--- config.mk ---
export PLATFORM = sky130hd
export DESIGN_NAME = imem_loader
export DESIGN_NICKNAME = d
export VERILOG_FILES = /design/src/rtl/imem_loader.sv
export SDC_FILE = /design/constraint.sdc
export NUM_CORES = 1
export LEC_CHECK = 0
export CAP_MARGIN = 20
export CORE_MARGIN = 8
export CORE_UTILIZATION = 45
export CTS_CLUSTER_DIAMETER = 120
export DETAILED_ROUTE_END_ITERATION = 6
export PLACE_DENSITY_LB_ADDON = 0.3
export SETUP_SLACK_MARGIN = 0.4
export SLEW_MARGIN = 20
export SYNTH_ARGS = -nofsm -noshare
export SYNTH_HDL_FRONTEND = slang
export SYNTH_SLANG_ARGS = --single-unit
--- constraint.sdc ---
create_clock -name clk -period 2.3 [get_ports clk]
set_input_delay 0.69 -clock clk [delete_from_list [all_inputs] [get_ports clk]]
set_output_delay 0.69 -clock clk [all_outputs]
set_load 0.005 [all_outputs]
--- src/rtl/imem_loader.sv ---
// imem_loader: writer side of the instruction memory.
//
// Receives a byte stream over a valid/ready handshake, assembles big-endian
// 32-bit instruction words (first byte lands in [31:24]) and writes them to
// consecutive word addresses starting at 0. While a load is in progress,
// busy holds the core in stall.
//
// Parameters:
//   ADDR_W  word-address width of the instruction memory
//   DEPTH   number of instruction words; must equal 2**ADDR_W
//
// Ports:
//   clk         system clock, rising edge
//   rst_n       asynchronous active-low reset
//   start       one-cycle pulse to begin a load (sampled only in IDLE)
//   word_count  number of words to load, latched on an accepted start
//   byte_valid  byte_data is valid this cycle
//   byte_data   program byte, MSB of each word first
//   byte_ready  loader accepts a byte this cycle
//   we          instruction memory write enable, one cycle per word
//   waddr       instruction memory word address
//   wdata       instruction word being written (valid when we=1)
//   busy        load in progress
//   done        one-cycle pulse when a load completes
module imem_loader #(
  parameter int ADDR_W = 10,
  parameter int DEPTH  = 1024
) (
  input  logic              clk,
  input  logic              rst_n,
  input  logic              start,
  input  logic [ADDR_W:0]   word_count,
  input  logic              byte_valid,
  input  logic [7:0]        byte_data,
  output logic              byte_ready,
  output logic              we,
  output logic [ADDR_W-1:0] waddr,
  output logic [31:0]       wdata,
  output logic              busy,
  output logic              done
);

  typedef enum logic [1:0] {
    IDLE  = 2'd0,
    RECV  = 2'd1,
    WRITE = 2'd2,
    DONE  = 2'd3
  } state_t;

  localparam logic [ADDR_W:0] DEPTH_W = (ADDR_W + 1)'(DEPTH);
  localparam logic [ADDR_W:0] ONE_W   = (ADDR_W + 1)'(1);

  state_t              state_reg, state_next;
  logic [ADDR_W:0]     target_reg;
  logic [ADDR_W:0]     word_cnt_reg;
  logic [1:0]          byte_cnt_reg;
  // Only the first three bytes of a word need holding; the fourth goes
  // straight into wdata_reg together with them.
  logic [23:0]         asm_reg;
  logic [ADDR_W-1:0]   waddr_reg;
  logic [31:0]         wdata_reg;

  logic [ADDR_W:0]     target_clamped;
  logic                xfer;
  logic                last_word;

  // Clamping to DEPTH is what keeps waddr from ever wrapping.
  assign target_clamped = (word_count > DEPTH_W) ? DEPTH_W : word_count;
  assign xfer           = (state_reg == RECV) && byte_valid;
  assign last_word      = ((word_cnt_reg + ONE_W) == target_reg);

  // Outputs are pure decodes of the state, so reset forces them low at once.
  assign byte_ready = (state_reg == RECV);
  assign we         = (state_reg == WRITE);
  assign busy       = (state_reg != IDLE);
  assign done       = (state_reg == DONE);
  assign waddr      = waddr_reg;
  assign wdata      = wdata_reg;

  always_comb begin
    state_next = state_reg;
    case (state_reg)
      IDLE: begin
        if (start) begin
          state_next = (target_clamped == '0) ? DONE : RECV;
        end
      end
      RECV: begin
        if (xfer && (byte_cnt_reg == 2'd3)) begin
          state_next = WRITE;
        end
      end
      WRITE: begin
        state_next = last_word ? DONE : RECV;
      end
      DONE: begin
        state_next = IDLE;
      end
      default: begin
        state_next = IDLE;
      end
    endcase
  end

  always_ff @(posedge clk or negedge rst_n) begin
    if (!rst_n) begin
      state_reg    <= IDLE;
      target_reg   <= '0;
      word_cnt_reg <= '0;
      byte_cnt_reg <= '0;
      asm_reg      <= '0;
      waddr_reg    <= '0;
      wdata_reg    <= '0;
    end else begin
      state_reg <= state_next;
      case (state_reg)
        IDLE: begin
          if (start) begin
            target_reg   <= target_clamped;
            word_cnt_reg <= '0;
            byte_cnt_reg <= '0;
            waddr_reg    <= '0;
          end
        end
        RECV: begin
          if (xfer) begin
            byte_cnt_reg <= byte_cnt_reg + 2'd1;
            asm_reg      <= {asm_reg[15:0], byte_data};
            if (byte_cnt_reg == 2'd3) begin
              wdata_reg <= {asm_reg, byte_data};
            end
          end
        end
        WRITE: begin
          word_cnt_reg <= word_cnt_reg + ONE_W;
          // The final word leaves waddr pointing at the last address written.
          if (!last_word) begin
            waddr_reg <= waddr_reg + 1'b1;
          end
        end
        default: begin
        end
      endcase
    end
  end

endmodule

==> results of run 1 <==
[worst min path at each step]
| stage | start | to | slack (ps) | cells after the start |
|---|---|---|---|---|
| floorplan | rst_n | asm_reg[0] | 390 | 0 |
| global placement | asm_reg[22] | asm_reg[22] | 450 | 2 |
| detailed placement | asm_reg[23] | asm_reg[23] | 460 | 2 |
| CTS | rst_n | target_reg[6] | 230 | 1 |
| global route | rst_n | target_reg[6] | 250 | 1 |
| finish | rst_n | target_reg[6] | 220 | 1 |
[power by group]
| part | internal (mW) | total (mW) | leakage (nW) | switching (mW) |
|---|---|---|---|---|
| clock | 0.436 | 1.09 | 0.104 | 0.656 |
| combinational | 1.05 | 1.97 | 1.48 | 0.919 |
| sequential | 2.22 | 2.63 | 1.18 | 0.411 |
| total | 3.71 | 5.69 | 2.77 | 1.99 |
[cell families after synthesis]
| logic type | after synthesis | synth area share [%] |
|---|---|---|
| xor gates and xnor gates | 15 | 3.13 |
| and+or+nand+nor | 184 | 21.7 |
| muxes | 36 | 9.53 |
| AOI/OAI and AO/OA | 48 | 7.03 |
| DFF | 92 | 54.8 |
| adders and majority gates | 3 | 0.893 |
| buffers and inverters | 25 | 2.89 |
[layout make-up]
type	instances	area, µm²
multi-input combinational	286	1860
timing repair buffer	114	1000
fill	774	3620
clock buffer	9	124
clock inverter	7	78.8
tap	111	139
inverter	4	15.0
sequential	92	2310
[worst max-delay path: cells and delay by family (launching register included)]
kind	cells	cell delay, ps
and+or+nand+nor	6	1190
DFF	1	470
adders and majority gates	1	200
AOI/OAI and AO/OA	1	130
[through the flow]
stage | std cells | util, % | area [µm²] | hold WS (ps)
5_1_grt | 623 | 60.5 | 5530 | 249
6_report | 623 | 60.5 | 5530 | 223
4_1_cts | 617 | 59.7 | 5460 | 229
3_5_place_dp | 577 | 55.6 | 5090 | 458
3_3_place_gp | 577 | 55.6 | 5090 | 454
2_1_floorplan | 403 | - | 4220 | 394
[repair_timing]
item | in CTS | in global routing
buffers inserted | 24 | 6
pin swaps | 8 | 5
gates resized for setup | 70 | 9
gates cloned | 0 | 0
endpoints found under the setup margin | 57 | 15
[routing by layer]
layer	track usage, %	wire [µm]
met1	19.6	4330
met2	26.6	4920
met3	3.60	495
met4	5.85	191
met5	0	0
[cells in the mapped netlist, drive strengths merged]
master,n
a2111o,1
a21oi,2
a31oi,2
a32o,1
and2,4
and3,4
and3b,1
and4,1
and4b,1
buf,6
clkbuf,15
dfrtp,92
ha,3
inv,4
mux2,32
mux2i,4
nand2,114
nand2b,11
nand3,9
nand4,7
nor2,17
nor2b,1
nor3,6
nor3b,1
nor4,4
nor4b,1
o2111ai,1
o211a,1
o211ai,4
o21ai,27
o31ai,9
or4,2
xnor2,8
xor2,7
==> flow_summary.toml, run 1 <==
[global_route]
grt_max_degree = 37
antenna_found_initial = 0
grt_pass1_wl_mm = 16.3
track_usage_pct = 15.9
grt_pass1_vias = 3294
overflow = 0

[sta]
hold_viol = 0
slew_violations = 0
setup_viol = 0
tightest_slew_ps = 354
relSlewSlack_pct = 76.4
rsz0062_at_grt = "yes"
fin_tns_setup_ps = 0
finalCritPeriodShare_pct = 90.0
setup_slack_ps = 229
skew_ps = 10.5
min_period_ps = 2070
fmax_ghz = 0.483

[critical_path]
crit_required_ps = 2590
crit_path_cell_trace = "ha_4 -> and4_4 -> and2_4 -> and4b_1 -> nor2_4 -> nor3_4 -> or4_1 -> a21oi_1"
critPathKind = "flop to flop"
r2r_slack_ps = 230
arrival_ps = 2360
r2r_start = "word_cnt_reg[0]"
cp_slowest_cell = "dfrtp_2"
cp-startpoint = "word_cnt_reg[0]"
slowest_delay_ps = 470
start_kind = "flop"
path_max_fanout = 5
endpoint = "waddr[8]"
end_kind = "flop"
rr_endpoint = "waddr[8]"
reg2regPathDepth = 8

[placed_design]
hpwlAfterDp_mm = 6.78
place_ws_ps = 214
numPortBuffers = 68
place_congestion = 0.875

[logic_synthesis]
synth_top_area_share_pct = 54.8
syn-cell-area_mm2 = 0.00420
syn_inst = 403
synth.avg_cell_area_um2 = 10.4
synthesis.nets = 429
yosysTopAreaCell = "dfrtp_1"
yosys-top-cells-area = "dfrtp_1, nand2_1, mux2_2"
synth_seq_cells = 92
synth_warnings = 0
synth.distinct_cells = 46
yosysSeqAreaShare_pct = 54.8

[drt]
vias_per_cell = 5.28
drt_wl_total_mm = 9.94
wl_per_cell_um = 15.9
drc = 0
num_vias = 3288
first_pass_iters = 4
drt_iter0_drc = 133
postRouteAntennaNets = 0

[clocking]
clock-sinks = 92
cts.clk_slew.worst_paths_ps = 100
cts-buffers-inserted = 9
clk-insertion-delay-late_ps = 370
cts-hold-fix-buffers = 0
root_buffer = "clkbuf_8"
htreeDepth = 3
cts_tree = "built"
cts_max_path_buffers = 2

[floorplan]
rows = 35
chipWidth_um = 113
die_h_um = 113
start_util_pct = 45.9
core_mm2 = 0.00915
num_io_pins = 69
die_area_mm2 = 0.0127

[power]
p_leak_nw = 2.77
peakVddDrop_mv = 0.631
power_density_mw_per_mm2 = 1030
total_power_mw = 5.69

[flow_run]
maxCapViolCount = 0

[finish]
final_common_cell = "nand2_1"
areaGrowthSynthToFinish_pct = 31.7
drive_above_1_share_pct = 25.2
largest_reg_flops = 32
nNetsFinal = 533
layout_common_cells = "nand2_1, dfrtp_1, dlygate4sd2_1"
antenna_cells = 0

[min_path]
hold_class = "input port to async pin"

[outcome]
status = "finished clean"
No activity file was read; power rests on OpenSTA's default activity.
==> run 2: changes to the inputs <==
Settings changed: CORE_UTILIZATION 45 to 48, CTS_CLUSTER_SIZE set to 16.
==> run 2 against run 1 <==
Die area shrank 5.4%. Via count shrank 1.4%. Wire length shrank 1.7%. Sequential share of layout area grew 0.40 points. Final area shrank 1.1%. Final cell count shrank 1.1%. Critical path depth is the same. First-iteration DRC count shrank 8.3%. Clock skew is essentially flat. Utilization grew 3.3 points. Hold slack gained 39 ps. Register-to-register slack lost 50 ps. Largest cell class unchanged. Largest power group unchanged.
==> flow_summary.toml, run 2 (same netlist as run 1, synthesis figures left out) <==
[outcome]
status = "finished clean"

[finish]
largest_reg_flops = 32
areaGrowthSynthToFinish_pct = 30.3
layout_common_cells = "nand2_1, dfrtp_1, dlygate4sd2_1"
drive_above_1_share_pct = 24.4
fillers = 736
nNetsFinal = 529
fin_cells = 616
final_common_cell = "nand2_1"
antenna_cells = 0

[power]
seqPwrFrac_pct = 45.9
p_leak_nw = 2.75
power_frac_clock_pct = 19.7
switching_share_pct = 33.7
peakVddDrop_mv = 0.580
power_density_mw_per_mm2 = 1040
p_sw_mw = 1.92
p_comb_share_pct = 34.4
internal_power_mw = 3.78
total_power_mw = 5.71

[floorplan]
start_util_pct = 48.9
chipWidth_um = 110
num_io_pins = 69
die_area_mm2 = 0.0120
core_mm2 = 0.00859
die_h_um = 110
rows = 34

[drt]
first_pass_iters = 4
postRouteAntennaNets = 0
drt_wl_total_mm = 9.77
drc = 0
num_vias = 3242
vias_per_cell = 5.26
drt_iter0_drc = 122
wl_per_cell_um = 15.9

[sta]
fin_tns_setup_ps = 0
hold_viol = 0
finalCritPeriodShare_pct = 92.2
tightest_slew_ps = 407
min_period_ps = 2120
skew_ps = 10.6
fmax_ghz = 0.472
setup_slack_ps = 180
relSlewSlack_pct = 72.8
slew_violations = 0
rsz0062_at_grt = "yes"
setup_viol = 0

[flow_run]
maxCapViolCount = 0

[placed_design]
place_congestion = 0.829
place_ws_ps = 144
dpl.cell_count = 575
numPortBuffers = 68
hpwlAfterDp_mm = 6.74

[global_route]
grt_pass1_wl_mm = 16.2
antenna_found_initial = 0
grt_max_degree = 31
track_usage_pct = 17.0
overflow = 0
grt_pass1_vias = 3393

[min_path]
hold_class = "input port to async pin"

[critical_path]
r2r_start = "word_cnt_reg[0]"
crit_required_ps = 2580
path_max_fanout = 6
r2r_slack_ps = 180
arrival_ps = 2400
cp-startpoint = "word_cnt_reg[0]"
end_kind = "flop"
start_kind = "flop"
critPathKind = "flop to flop"

[clocking]
clock-sinks = 92
cts-hold-fix-buffers = 0
htreeDepth = 3
clk-insertion-delay-late_ps = 350
cts-buffers-inserted = 9
cts_max_path_buffers = 2
cts_tree = "built"
cts.clk_slew.worst_paths_ps = 90
root_buffer = "clkbuf_8"
-- run 2: changes by cell type in the layout (fill, tap and decap cells not counted), moves of 2 or more --
cell and delta:
inv_6 +2, xnor2_2 -2, xnor2_1 +2, dfrtp_1 +2
buf_4 -5, buf_6 +3, inv_8 -3, dfrtp_2 -2
-- run 2: layout make-up --
| cell class | count | area [µm²] | area share (%) |
|---|---|---|---|
| clock inverters | 7 | 81.3 | 1.49 |
| repair buffers | 110 | 972 | 17.8 |
| inverters | 4 | 15.0 | 0.274 |
| well taps | 108 | 135 | 2.47 |
| multi-input cells | 286 | 1840 | 33.6 |
| flip-flops and latches | 92 | 2310 | 42.2 |
| clock buffers | 9 | 124 | 2.26 |
-- run 2: final timing paths --
kind / endpoint / depth (start not counted)
max: waddr[8] / 8
max in group asynchronous: asm_reg[5] / 2
min: target_reg[6] / 1
min in group clk: asm_reg[19] / 2
min reg2reg: asm_reg[19] / 2
max reg2reg: waddr[8] / 8
-- run 2: layer usage --
| metal | share of wire, % | wire, µm | up-vias | global-route usage [%] |
|---|---|---|---|---|
| li1 | - | - | 1569 | - |
| met1 | 45 | 4390 | 1574 | 22.1 |
| met2 | 48 | 4670 | 89 | 27.1 |
| met3 | 5.9 | 578 | 10 | 4.81 |
| met4 | 1.3 | 129 | 0 | 5.30 |
| met5 | 0 | 0 | - | 0 |
-- run 2: worst max-delay path, stage by stage, from the launching register on --
cell     delay (ps)
dfrtp_2         460
ha_4            200
and4_4          160
and2_4          170
and4b_1         210
nor2_4          140
nor3_4           70
or4_4           480
a21oi_2         150
-- run 2: repair_timing --
item                       4_1_cts  5_1_grt
setup endpoints to repair       57       15
cloned                           0        0
pin swaps                        2        3
gates resized for setup         68       11
setup buffers                   21        4
-- run 2: power groups by stage --
stage / sequential (mW) / combinational [mW] / clock [mW]
after global routing: 2.70 / 2.21 / 1.21
after detailed placement: 2.67 / 2.01 / 0
after floorplan: 2.58 / 1.04 / 0
after global placement: 2.64 / 1.97 / 0
final: 2.62 / 1.97 / 1.12
after CTS: 2.62 / 1.97 / 1.15
-- run 2: metrics by stage --
| stage | area (µm²) | hold WS (ps) | utilization [%] |
|---|---|---|---|
| after floorplan | 4220 | 394 | - |
| after global placement | 5080 | 455 | 59.1 |
| after detailed placement | 5080 | 460 | 59.1 |
| after CTS | 5430 | 262 | 63.1 |
| after global routing | 5470 | 275 | 63.7 |
| final | 5470 | 263 | 63.7 |
==> run 3: changes to the inputs <==
Settings changed: CORE_UTILIZATION 48 to 53.
Clock period 2.3 ns to 2.35 ns, I/O delays scaled along.
==> run 3 against run 2 <==
Maximum frequency is 3.3% lower. Sequential power is 3% lower. Final cell count is 1.6% lower. Wire length is 0.65% higher. Register-to-register slack worse by 20 ps. Worst setup slack worse by 22 ps. Clock skew is 2.3 ps lower. Largest cell class unchanged. Largest power group unchanged.
==> flow_summary.toml, run 3 (same netlist as run 1, synthesis figures left out) <==
[sta]
hold_viol = 0
min_period_ps = 2190
setup_viol = 0
fin_tns_setup_ps = 0
holdWs_ps = 265
skew_ps = 8.38
tightest_slew_ps = 507
fmax_ghz = 0.456
slew_violations = 0
rsz0062_at_grt = "yes"
finalCritPeriodShare_pct = 93.3
relSlewSlack_pct = 65.7

[global_route]
antenna_found_initial = 0
met3_usage_pct = 4.61
grt_pass1_wl_mm = 16.4
top_usage_layer = "met2"
use_met2_pct = 28.9
grt_max_degree = 44
grt_pass1_vias = 3325
track_usage_pct = 18.2
overflow = 0
met1_usage_pct = 22.8

[critical_path]
reg2regPathDepth = 9
end_kind = "flop"
path_max_fanout = 14
critPathKind = "flop to flop"
arrival_ps = 2490
rr_endpoint = "waddr[8]"
crit_required_ps = 2650
r2r_start = "word_cnt_reg[1]"
start_kind = "flop"
cp-startpoint = "word_cnt_reg[1]"
r2r_slack_ps = 160

[min_path]
hold_class = "input port to async pin"

[clocking]
clk-insertion-delay-late_ps = 370
htreeDepth = 3
cts-buffers-inserted = 9
cts-hold-fix-buffers = 0
cts_max_path_buffers = 2
clock-sinks = 92
root_buffer = "clkbuf_8"
cts.clk_slew.worst_paths_ps = 90
cts_tree = "built"

[placed_design]
post_dp_cell_area_mm2 = 0.00503
hpwlAfterDp_mm = 6.27
dpl.cell_count = 563
numPortBuffers = 68
place_congestion = 0.783

[finish]
finish.utilization_pct = 71.9
largest_reg_flops = 32
antenna_cells = 0
nNetsFinal = 525
fillers = 569
areaGrowthSynthToFinish_pct = 31.5
drive_above_1_share_pct = 22.8
final_common_cell = "nand2_1"
fin_cells = 606
final_area_mm2 = 0.00553
layout_common_cells = "nand2_1, dfrtp_1, buf_4"

[drt]
vias_per_cell = 5.42
wl_per_cell_um = 16.2
drt_wl_total_mm = 9.83
postRouteAntennaNets = 0
drt_iter0_drc = 163
num_vias = 3283
drc = 0
first_pass_iters = 4

[floorplan]
rows = 32
core_mm2 = 0.00769
chipWidth_um = 105
die_h_um = 105
die_area_mm2 = 0.0110
num_io_pins = 69
start_util_pct = 54.7

[power]
peakVddDrop_mv = 0.753
p_leak_nw = 2.91
power_density_mw_per_mm2 = 1040

[outcome]
status = "finished clean"

[flow_run]
maxCapViolCount = 0
run 3: power by group:
part,total (mW),switching (mW),internal (mW)
sequential,2.55,0.381,2.17
combinational,1.99,0.917,1.07
clock,1.21,0.593,0.613
run 3: metal layers:
| layer | part of all wire (%) | up-vias |
|---|---|---|
| li1 | - | 1567 |
| met1 | 44 | 1596 |
| met2 | 49 | 101 |
| met3 | 5.6 | 19 |
| met4 | 2.0 | 0 |
| met5 | 0 | - |
run 3: how the worst max path moves through the flow:
| stage | end |
|---|---|
| final | waddr[8] |
| after floorplan | wdata[10] |
| after global placement | waddr[8] |
| after detailed placement | waddr[8] |
| after CTS | waddr[8] |
| after global routing | waddr[1] |
run 3: timing repair:
item,in CTS,in global routing
buffers inserted,20,7
gates resized for setup,40,27
endpoints found under the hold margin,0,0
pin swaps,5,5
setup endpoints to repair,44,32
run 3: stage by stage:
| step | setup WS [ps] | power (mW) |
|---|---|---|
| after floorplan | 340 | 3.54 |
| after detailed placement | 99.4 | 4.55 |
| after global routing | -0.422 | 6.13 |
| final | 158 | 5.75 |
| after global placement | 159 | 4.47 |
| after CTS | 157 | 5.77 |
run 3: final cells by class:
cell class	count	area [µm²]	share of cell area, %
timing repair buffer	106	1020	18.5
inverter	4	15.0	0.272
sequential	92	2310	41.8
tap	102	128	2.31
clock buffer	10	128	2.31
clock inverter	6	96.3	1.74
multi-input combinational	286	1830	33.1
run 3: worst max-delay path, stage by stage, from the launching register on:
cell,delay (ps)
dfrtp_2,450
buf_4,160
nand3_4,120
nor4_1,70
o211a_1,250
nor3_4,260
nor3_4,80
buf_12,150
or4_1,460
a21oi_1,130
